--- config.mk ---
export PLATFORM = sky130hd
export DESIGN_NAME = plat_color_gen
export DESIGN_NICKNAME = d
export VERILOG_FILES = /design/src/rtl/plat_color_gen_pkg.sv /design/src/rtl/plat_color_gen_lfsr16.sv /design/src/rtl/plat_color_gen.sv
export SDC_FILE = /design/constraint.sdc
export NUM_CORES = 1
export LEC_CHECK = 0
export CORE_MARGIN = 2
export CORE_UTILIZATION = 53
export DETAILED_ROUTE_END_ITERATION = 16
export PLACE_DENSITY = 0.82
export RECOVER_POWER = 25
export SLEW_MARGIN = 40
export SYNTH_ARGS = -nofsm -noshare
export SYNTH_HDL_FRONTEND = slang
export SYNTH_SLANG_ARGS = --single-unit
--- constraint.sdc ---
create_clock -name clk -period 4.5 [get_ports clk]
set_clock_uncertainty 0.15 [all_clocks]
set_input_delay 0.9 -clock clk [delete_from_list [all_inputs] [get_ports clk]]
set_output_delay 0.9 -clock clk [all_outputs]
set_load 0.01 [all_outputs]
--- src/rtl/plat_color_gen_pkg.sv ---
// Shared encodings and reset layout for the platform/colour generator.
// Latency: n/a (constants only); no backpressure.
package plat_color_gen_pkg;

  typedef enum logic [1:0] {
    ST_IDLE    = 2'd0,
    ST_RUN     = 2'd1,
    ST_RECOLOR = 2'd2,
    ST_HOLD    = 2'd3
  } state_t;

  localparam logic [1:0]  STROBE_UPDATE = 2'b11;
  localparam logic [2:0]  BG_COLOR      = 3'b000;
  localparam logic [2:0]  BG_REMAP      = 3'b111;

  // Lane 0 occupies the least significant slice.
  localparam logic [27:0] RST_POS  = {7'd95, 7'd70, 7'd45, 7'd20};
  localparam logic [11:0] RST_COL  = {3'b110, 3'b100, 3'b010, 3'b001};
  localparam logic [2:0]  RST_BALL = 3'b001;

  // A platform drawn in the background colour would be invisible.
  function automatic logic [2:0] visible_color(input logic [2:0] c);
    return (c == BG_COLOR) ? BG_REMAP : c;
  endfunction

endpackage

--- src/rtl/plat_color_gen_lfsr16.sv ---
// 16-bit Fibonacci LFSR (taps 16,14,13,11), free-running from SEED.
// Latency: one step per clock; no backpressure.
module lfsr16 #(
  parameter logic [15:0] SEED = 16'hACE1
) (
  input  logic        clk,
  input  logic        reset,
  output logic [15:0] q
);

  logic fb;

  assign fb = q[0] ^ q[2] ^ q[3] ^ q[5];

  always_ff @(posedge clk or posedge reset) begin
    if (reset) q <= SEED;
    else       q <= {fb, q[15:1]};
  end

endmodule

--- src/rtl/plat_color_gen.sv ---
// Platform lane positions/colours and ball colour for the bounce updater.
// Latency: 1 cycle per scroll step, 4 cycles per recolour; no backpressure.
module plat_color_gen
  import plat_color_gen_pkg::*;
#(
  parameter int                POS_W      = 7,
  parameter int                COL_W      = 3,
  parameter logic [POS_W-1:0]  POS_MAX    = 7'd116,
  parameter int                SCROLL_DIV = 4,
  parameter logic [15:0]       LFSR_SEED  = 16'hACE1
) (
  input  logic                 clk,
  input  logic                 reset,
  input  logic [1:0]           statesig,
  input  logic                 start,
  input  logic                 touch,
  input  logic                 gameover,
  output logic [4*POS_W-1:0]   position_plats,
  output logic [4*POS_W-1:0]   prev_plats,
  output logic [4*COL_W-1:0]   color_plats,
  output logic [COL_W-1:0]     color_ball,
  output logic                 colors_valid
);

  localparam int               DIV_W    = (SCROLL_DIV > 1) ? $clog2(SCROLL_DIV) : 1;
  localparam logic [DIV_W-1:0] DIV_LAST = DIV_W'(SCROLL_DIV - 1);

  state_t             state, state_nxt;
  logic [15:0]        lfsr;
  logic [DIV_W-1:0]   div_cnt;
  logic [1:0]         rc_idx;
  logic               strobe, scroll_en, start_rc, rc_write, rc_done, go_hold, reload;
  logic [4*POS_W-1:0] pos_dec;
  logic [COL_W-1:0]   new_col, ball_pick;

  lfsr16 #(.SEED(LFSR_SEED)) u_lfsr (
    .clk   (clk),
    .reset (reset),
    .q     (lfsr)
  );

  assign strobe  = (statesig == STROBE_UPDATE);
  assign new_col = visible_color(lfsr[2:0]);
  // Lane 3 is written on the same edge as the ball, so take its fresh value.
  assign ball_pick = (lfsr[4:3] == 2'd3) ? new_col : color_plats[lfsr[4:3]*COL_W +: COL_W];

  always_comb begin
    pos_dec = '0;
    for (int i = 0; i < 4; i++) begin
      if (position_plats[i*POS_W +: POS_W] == '0)
        pos_dec[i*POS_W +: POS_W] = POS_MAX;
      else
        pos_dec[i*POS_W +: POS_W] = position_plats[i*POS_W +: POS_W] - POS_W'(1);
    end
  end

  always_ff @(posedge clk or posedge reset) begin
    if (reset) state <= ST_IDLE;
    else       state <= state_nxt;
  end

  always_comb begin
    state_nxt = state;
    scroll_en = 1'b0;
    start_rc  = 1'b0;
    rc_write  = 1'b0;
    rc_done   = 1'b0;
    go_hold   = 1'b0;
    reload    = 1'b0;
    case (state)
      ST_IDLE: begin
        if (start) state_nxt = ST_RUN;
      end
      ST_RUN: begin
        if (gameover) begin
          state_nxt = ST_HOLD;
          go_hold   = 1'b1;
        end else begin
          scroll_en = strobe;
          if (touch) begin
            state_nxt = ST_RECOLOR;
            start_rc  = 1'b1;
          end
        end
      end
      ST_RECOLOR: begin
        if (gameover) begin
          state_nxt = ST_HOLD;
          go_hold   = 1'b1;
        end else begin
          scroll_en = strobe;
          rc_write  = 1'b1;
          if (rc_idx == 2'd3) begin
            state_nxt = ST_RUN;
            rc_done   = 1'b1;
          end
        end
      end
      ST_HOLD: begin
        if (start && !gameover) begin
          state_nxt = ST_RUN;
          reload    = 1'b1;
        end
      end
      default: state_nxt = ST_IDLE;
    endcase
  end

  always_ff @(posedge clk or posedge reset) begin
    if (reset) begin
      position_plats <= (4*POS_W)'(RST_POS);
      prev_plats     <= (4*POS_W)'(RST_POS);
      color_plats    <= (4*COL_W)'(RST_COL);
      color_ball     <= COL_W'(RST_BALL);
      colors_valid   <= 1'b1;
      div_cnt        <= '0;
      rc_idx         <= '0;
    end else begin
      if (reload) begin
        position_plats <= (4*POS_W)'(RST_POS);
        prev_plats     <= (4*POS_W)'(RST_POS);
        color_plats    <= (4*COL_W)'(RST_COL);
        color_ball     <= COL_W'(RST_BALL);
        colors_valid   <= 1'b1;
        div_cnt        <= '0;
        rc_idx         <= '0;
      end
      if (go_hold) colors_valid <= 1'b1;
      if (scroll_en) begin
        if (div_cnt == DIV_LAST) begin
          div_cnt        <= '0;
          prev_plats     <= position_plats;
          position_plats <= pos_dec;
        end else begin
          div_cnt <= div_cnt + DIV_W'(1);
        end
      end
      if (start_rc) begin
        rc_idx       <= '0;
        colors_valid <= 1'b0;
      end
      if (rc_write) begin
        color_plats[rc_idx*COL_W +: COL_W] <= new_col;
        rc_idx                             <= rc_idx + 2'd1;
        if (rc_done) begin
          color_ball   <= ball_pick;
          colors_valid <= 1'b1;
        end
      end
    end
  end

endmodule
After elaboration in Yosys (flattened, before gate mapping)
Cells that the tools add are included.
Widths: inputs -> output; s select.
{"block": "word_totals", "wordCells": 96, "reg_bits": 94, "inputBits": 7}
{"block": "op_classes", "eq_ne": 11, "mux": 49, "bitwise_logic": 3, "add_sub_neg": 7, "n_reduce_logical": 12, "n_mul": 2, "n_shift": 3}
{"op": "$mux 28", "n": 6}
{"op": "$neg 4->34", "n": 1}
{"op": "$shift 3x34->12 const A", "n": 1}
{"op": "$shiftx 3x34->12", "n": 1}
{"op": "$logic_not 7->1", "n": 4}
{"op": "$mux 7", "n": 4}
{"op": "$sub 7x1->7 const B", "n": 4}
{"op": "$mux 12", "n": 2}
{"op": "$mux 2", "n": 11}
{"op": "$mux 1", "n": 19}
{"op": "$mux 3", "n": 5}
{"op": "$bwmux 12", "n": 1}
{"op": "$eq 2x2->1 const B", "n": 6}
{"op": "$shiftx 12x5->3", "n": 1}
{"op": "$mul 2x2->4 const B", "n": 2}
{"op": "$pmux 2 s4", "n": 1}
{"op": "$ne 3x3->1 const B", "n": 2}
{"op": "$add 2x1->2 const B", "n": 2}
{"op": "$ne 2x2->1 const B", "n": 2}
{"op": "$reduce_and 4->1", "n": 1}
{"op": "$logic_not 3->1", "n": 1}
{"op": "$reduce_bool 3->1", "n": 1}
{"op": "$xor 1x1->1", "n": 3}
{"op": "$eq 2x1->1 const B", "n": 1}
{"op": "other kinds (5)", "n": 5}

Longest topological paths before layout
Gate-level depths: netlist of run 1.
{"block": "depth", "depth_word": 9, "ltp_mapped": 8, "mapped_depth_nobuf": 6}

By module
A second synthesis of run 1 with hierarchy kept.
{"block": "hier_totals", "cells_unflattened": 432, "hier_area_um2": 4401.7}
{"module": "plat_color_gen", "area_per_inst_um2": 3961.3, "n_inst": 1, "seq_area_each_um2": 1998.2, "cells_each": 412}
{"module": "lfsr16", "area_per_inst_um2": 440.4, "n_inst": 1, "seq_area_each_um2": 410.4, "cells_each": 20}

Worst setup path after synthesis of run 1
OpenSTA, ideal clock, no wires.
{"block": "synth_path", "path_type": "input -> register", "from": "input gameover", "to": "register position_plats[6]", "path_buffers": 1, "arrival_ns": 2.021, "setup_time_ns": 0.120, "path_stages": 5, "required_ns": 4.230, "slack_ns": 2.210, "cell_sequence": "and4b_1 > buf_2 > nand2_2 > or4_1 > and3_1"}
{"block": "synth_via", "elab_chain_len": 7, "word_cells_on_any_way": 9}
{"element": "from (decl)", "line": "plat_color_gen.sv:17", "text": "input logic gameover,"}
{"element": "$logic_not 1->1", "line": "plat_color_gen.sv:100", "text": "if (start && !gameover) begin"}
{"element": "$logic_and 1x1->1", "line": "plat_color_gen.sv:100"}
{"element": "$mux 1", "line": "plat_color_gen.sv:100"}
{"element": "$mux 1", "line": "plat_color_gen.sv:70", "text": "case (state)"}
{"element": "$mux 28", "line": "plat_color_gen.sv:119", "text": "if (reload) begin"}
{"element": "$mux 28", "line": "plat_color_gen.sv:130", "text": "if (div_cnt == DIV_LAST) begin"}
{"element": "$mux 28 (*)", "line": "plat_color_gen.sv:129", "text": "if (scroll_en) begin"}
{"element": "to (signal assigned)", "line": "plat_color_gen.sv:111", "text": "position_plats <= (4*POS_W)'(RST_POS);"}
{"element": "to (signal assigned)", "line": "plat_color_gen.sv:120", "text": "position_plats <= (4*POS_W)'(RST_POS);"}
{"element": "to (signal assigned)", "line": "plat_color_gen.sv:133", "text": "position_plats <= pos_dec;"}
{"element": "to (decl)", "line": "plat_color_gen.sv:18", "text": "output logic [4*POS_W-1:0] position_plats,"}
Every way passes the cells marked *; elsewhere a longest branch is shown, timed or not.
A chain may end at the register's enable or synchronous reset.

Final worst setup path of run 1
{"block": "layout_path", "from": "input gameover", "to": "register position_plats[19]"}
The elaborated chain is that of the path after synthesis.

==> metrics.txt, run 1 <==
Layout Nets 531; depth of the CTS H-tree 3; largest net degree at the start of global routing 55; Final Cycle Share between 60% and 70%; total power 0.00309 W; top-area cell type share of the netlist area approximately 28%; gp weighted congestion roughly 0.85; clock buffer depth 2; CP Data Required Time 4.60 ns; setup TNS 0 ns; drt wl/cell ~17 um; max-capacitance violation count 1; Final Critical Period 2.87 ns; clock tree root driver cell clkbuf_8; RSZ-0062 raised after global routing no; Fin Hold WS around 0.21 ns; Ys Warns 0; Final Slew Violations slightly above 40; Post-Synthesis Cells 428; # hold bufs at CTS 0; std cell rows 33; Skew-Pair Late Insertion Delay between 0.3 and 0.4 ns; DRC viols 0; CP Launch Point gameover; Syn Std Cell Area approximately 0.0044 mm^2; Die Area between 0.009 and 0.01 mm^2; chip width roughly 95 um; flops & latches, synth between 90 and 100; Unique masters post-synth 56; CP Capture Type flip-flop; Placed Cells around 600; CP cell instances clkdlybuf4s50_1 -> nand4b_1 -> o21ai_0 -> o21ai_0 -> a32o_1; Setup Crit Path Kind primary input to flip-flop; port bufs between 70 and 80; main flop type after synthesis dfrtp_1; Setup violations, final 0; CP max stage cell o21ai_0; Post-Layout Cell Count ~620; Peak supply drop approximately 0.32 mV; TritonCTS Buffers 9; Fmax achieved between 300 and 400 MHz; post-CTS setup buffers 0; FILL cells 616; Post-synth EDFFs 0; area of the multi-input gates between 0.0015 and 0.002 mm^2; top post-synthesis cells by count dfrtp_1 (49), nand2_1 (49), o21ai_0 (47), dfstp_2 (45); routed vias between 3000 and 4000; failing checks max-capacitance violations, max-slew violations; register area roughly 0.0024 mm^2; Critical Path AT approximately 3.0 ns; Largest stage delay, worst path about 0.66 ns; Hold/Removal Path Class flip-flop to flip-flop; Core Area a little over 0.008 mm^2; cell taking the most area after synthesis dfrtp_1; total track usage ~24%; Tightest Pin Transition roughly 1.8 ns; Routed WL 10400 um; share of post-route cells with drive strength above 1 ~14%; TritonCTS clock tree yes; status complete, but fails checks; Post-DRT Antenna Nets 0; Avg Cell Area, Syn about 10 um^2; count of final hold-check violations 0; first-pass GRT wire length around 17000 um; dominant cells by area after synthesis dfrtp_1 (28%), dfstp_2 (27%), ha_1 (5.4%), o21ai_0 (5.3%), nand2_1 (4.2%); power density cells roughly 570 mW/mm^2; I/O Pins 79; Async SR Flop Fraction between 90% and 100%; total gr overflow 0; syn_nets 454; initial cell density of the core a little over half; sequential cell area fraction in the yosys report 54.8%; Slew headroom -22.3%; vias in the first global route around 3600; initial antenna violation count 0; startpoint types primary input; crit path max fanout 13; PostCTS Resize Cnt 0; Lkg Pwr about 2.3 nW; Worst path most repeated cell o21ai_0; worst hold start u_lfsr.q[9]; Worst-path clk slew around 0.090 ns; DRT Pass-1 Iters 5; Final HPWL DP around 7200 um; via-per-instance ratio slightly below 6; antenna diode count 0; origin of the critical flop-to-flop path state[1]; Chip Height approximately 95 um; initial DRC count about 210; Area Growth Syn to Fin 24.4%; CTS sink count 94
[area by class of cell]
class,instances,area share (%)
flip-flops and latches,94,44.0
multi-input cells,291,33.3
repair buffers,84,15.3
clock buffers,11,2.40
well taps,105,2.40
inverters,25,1.74
clock inverters,5,0.777
[cell families (layout without fill, tap and decap cells)]
group | after synthesis | in the layout | share of synthesized area [%]
AO/OA/AOI/OAI | 134 | 134 | 19.9
AND/OR/NAND/NOR | 132 | 132 | 14.8
flip-flops | 94 | 94 | 54.8
buffers and inverters | 43 | 125 | 3.81
adder cells (fa/ha/maj) | 19 | 19 | 5.41
XOR/XNOR | 3 | 3 | 0.598
multiplexers | 3 | 3 | 0.711
[per-layer routing]
metal	up-vias	part of all wire, %	track usage [%]
met5	-	0	0
met2	134	49	39.8
li1	1695	-	-
met4	0	2.3	10.7
met3	21	5.3	3.40
met1	1792	44	32.6
[power by group]
| part | switching (W) | internal [W] |
|---|---|---|
| Sequential | 0.000232 | 0.00117 |
| Combinational | 0.000575 | 0.000604 |
| Clock | 0.000306 | 0.000207 |
[sequential cells by signal (all words and copies together), names as in the netlist]
register,cells
position_plats,28
prev_plats,28
u_lfsr.q,16
color_plats,12
color_ball,3
div_cnt,2
rc_idx,2
state,2
colors_valid,1
[cell usage in the layout (no fill, tap or decap), types with 4 or more instances in the layout]
cell type,netlist,routed
a21oi_1,26,26
ha_1,19,19
a211oi_1,4,4
o21ai_0,47,47
nand2_1,49,49
clkdlybuf4s50_1,0,77
buf_4,0,5
a32o_1,8,8
inv_1,25,24
nor2_1,26,25
dfstp_2,45,43
dfrtp_1,49,49
and2_1,4,4
clkbuf_8,0,9
o31ai_1,6,6
nand3_1,19,19
or4_1,5,5
o22ai_1,7,7
nand2b_1,6,6
[final timing paths]
check,depth (start not counted),slack (ns),end
max in group asynchronous,3,1.92,position_plats[20]
worst min-delay path,0,0.21,u_lfsr.q[8]
worst min register to register,0,0.21,u_lfsr.q[8]
worst max-delay path,5,1.63,position_plats[19]
worst max register to register,6,2.08,position_plats[19]
min in group asynchronous,2,1.30,position_plats[5]
[through the flow]
stage                     area (um^2)  setup slack [ns]  utilization (%)
after floorplan                  4400              1.08                -
after global placement           5300              1.39             65.1
after CTS                        5470              1.70             67.3
after global routing             5470              1.52             67.3
final                            5470              1.63             67.3
after detailed placement         5300              1.33             65.1
[critical path, delay by kind of cell]
family / cells / cell delay (ns)
AO/OA/AOI/OAI: 3 / 1.11
buffers and inverters: 1 / 0.58
AND/OR/NAND/NOR: 1 / 0.37
Note: power is estimated with default switching activity, not from simulation.
==> inputs of run 2 (changes only) <==
- clock period: 4.5 -> 2.9 ns (I/O delays scaled with it)
==> run 2 against run 1 <==
The flow now finishes without violations. Combinational power grew 57%. Critical path depth is 4 lower. Cell area grew 2.1%. Flip-flop and latch count unchanged. First-iteration DRC count grew 49%. Routed wire length increased by 1.4%. Critical endpoint is now position_plats[9]. Largest cell class unchanged.
==> metrics.txt, run 2 (synthesis gave the netlist of run 1 again) <==
status finished, final reports clean (was complete, but fails checks); TritonCTS Buffers 9 (unchanged); Routed WL 10500 um (was 10400 um); Layout Nets 539 (was 531); drt wl/cell 16.9 um (about the same); CP cell instances clkdlybuf4s50_1 (was clkdlybuf4s50_1 -> nand4b_1 -> o21ai_0 -> o21ai_0 -> a32o_1); largest registers position_plats x28, prev_plats x28, u_lfsr.q x16 (unchanged); port bufs 78 (unchanged); total track usage 24.9% (was 24.4%); worst hold start u_lfsr.q[14] (was u_lfsr.q[9]); crit path max fanout 8 (was 13); clock tree root driver cell clkbuf_8 (unchanged); Final Slew Violations 0 (was 41); Chip Height 95.1 um (unchanged); Gate power share 37.5% (was 38.1%); initial DRC count 318 (was 214); Peak supply drop 0.454 mV (was 0.323 mV); gp weighted congestion 0.859 (was 0.855); via-per-instance ratio 5.89 (was 5.92); chip width 95.1 um (unchanged); largest net degree at the start of global routing 38 (was 55); clock buffer depth 2 (unchanged); commonest non-fill, non-tap cell in the layout clkdlybuf4s50_1 (unchanged); fin worst setup slack 0.607 ns (was 1.63 ns); Placed Instance Area 0.00539 mm^2 (was 0.00530 mm^2); cell count along the critical path 1 (was 5); Setup Crit Path Kind flip-flop to primary output (was primary input to flip-flop); Critical Path AT 1.56 ns (was 2.97 ns); CP Buf/Inv Count 1 (unchanged); I/O Pins 79 (unchanged); antenna diode count 0 (unchanged); Hold/Removal Path Class flip-flop to flip-flop (unchanged); initial antenna violation count 0 (unchanged); Skew-Pair Late Insertion Delay 0.36 ns (about the same); Place WS 0.469 ns (was 1.33 ns); power density cells 884 mW/mm^2 (was 566 mW/mm^2); Switching Share 35.7% (was 36.0%); CP max stage cell dfstp_2 (was o21ai_0); post-route cell area 0.00559 mm^2 (was 0.00547 mm^2); Hold Path Depth 0 (unchanged); DRT Pass-1 Iters 5 (unchanged); Lkg Pwr 2.36 nW (was 2.30 nW); initial cell density of the core 54.1% (unchanged); clock share of power 18.2% (was 16.6%); DRC viols 0 (unchanged); Tightest Pin Transition 1.39 ns (was 1.82 ns); most frequent cells in the layout clkdlybuf4s50_1 (77), nand2_1 (49), dfrtp_1 (49) (unchanged); startpoint types flip-flop (was primary input); TritonCTS clock tree yes (unchanged); Flop pwr share 44.2% (was 45.3%); post-CTS setup buffers 0 (unchanged); total gr overflow 0 (unchanged); Slew headroom 7.12% (was -22.3%); routed vias 3671 (was 3642); Hold EP u_lfsr.q[13] (was u_lfsr.q[8]); Worst-path clk slew 0.10 ns (was 0.09 ns); share of post-route cells with drive strength above 1 16.0% (was 14.1%); design internal power 0.00318 W (was 0.00198 W); Crit Reg-Reg Endpoint position_plats[12] (was position_plats[19]); Core Util, Final 68.7% (was 67.3%); vias in the first global route 3677 (was 3628); first-pass GRT wire length 17600 um (was 17100 um); setup TNS 0 ns (unchanged); RSZ-0062 raised after global routing no (unchanged); CTS sink count 94 (unchanged); Area Growth Syn to Fin 27.0% (was 24.4%); # hold bufs at CTS 0 (unchanged); Die Area 0.00904 mm^2 (unchanged); Final HPWL DP 7430 um (was 7230 um); count of final hold-check violations 0 (unchanged); Final Cycle Share between 70% and 80%; Worst path top cell family by delay flip-flops (was compound AO/OA/AOI/OAI gates); origin of the critical flop-to-flop path state[0] (was state[1]); Largest stage delay, worst path 0.64 ns (was 0.66 ns); std cell rows 33 (unchanged); Core Area 0.00813 mm^2 (unchanged); PostCTS Resize Cnt 0 (unchanged); Reg2Reg Depth 7 (was 6); FILL cells 592 (was 616); max-capacitance violation count 0 (was 1); CP Data Required Time 2.17 ns (was 4.60 ns); r2r setup slk 0.75 ns (was 2.08 ns); CP Capture Type primary output (was flip-flop); Final Critical Period around 2.3 ns; Post-DRT Antenna Nets 0 (unchanged); Fmax achieved roughly 440 MHz; NetSw 0.00176 W (was 0.00111 W); Setup violations, final 0 (unchanged); depth of the CTS H-tree 3 (unchanged)
==> run 2: cell types whose count changed in the layout (fill, tap and decap cells not counted), sizes merged <==
cell,delta
clkbuf,-2
bufinv,+1
buf,+8
inv,+1
clkinvlp,+1
clkinv,-1
==> run 2: through the flow <==
| stage | total power, W | hold slack [ns] | cells |
|---|---|---|---|
| after floorplan | 0.00311 | 0.181 | 428 |
| after global routing | 0.00526 | 0.225 | 623 |
| after global placement | 0.00396 | 0.187 | 607 |
| after detailed placement | 0.00405 | 0.195 | 607 |
| final | 0.00494 | 0.212 | 623 |
| after CTS | 0.00495 | 0.219 | 623 |
==> run 2: layer usage <==
| metal | wire length [um] | GRT usage, % |
|---|---|---|
| met2 | 5220 | 41.8 |
| met1 | 4530 | 32.7 |
| met4 | 172 | 8.57 |
| met5 | 0 | 0 |
| met3 | 590 | 4.27 |
==> run 2: how the worst max path moves through the flow <==
stage / startpoint / to
2_1_floorplan: state[0] / position_plats[6]
3_3_place_gp: gameover / position_plats[19]
3_5_place_dp: gameover / position_plats[19]
4_1_cts: position_plats[2] / position_plats[2]
5_1_grt: position_plats[2] / position_plats[2]
6_report: position_plats[9] / position_plats[9]
==> run 2: area by class of cell <==
| type | instances | area (um^2) | share of cell area (%) |
|---|---|---|---|
| multi-input cells | 291 | 1820 | 32.7 |
| well taps | 105 | 131 | 2.35 |
| clock inverters | 7 | 78.8 | 1.41 |
| repair buffers | 92 | 923 | 16.5 |
| clock buffers | 9 | 124 | 2.22 |
| flip-flops and latches | 94 | 2410 | 43.1 |
| inverters | 25 | 95.1 | 1.70 |
==> run 2: power by group through the flow <==
stage | Sequential, W | Clock, W | Combinational, W
after CTS | 0.00218 | 0.000911 | 0.00186
final | 0.00218 | 0.000900 | 0.00185
after floorplan | 0.00226 | 0 | 0.000851
after global placement | 0.00218 | 0 | 0.00179
after detailed placement | 0.00220 | 0 | 0.00185
after global routing | 0.00224 | 0.000972 | 0.00205
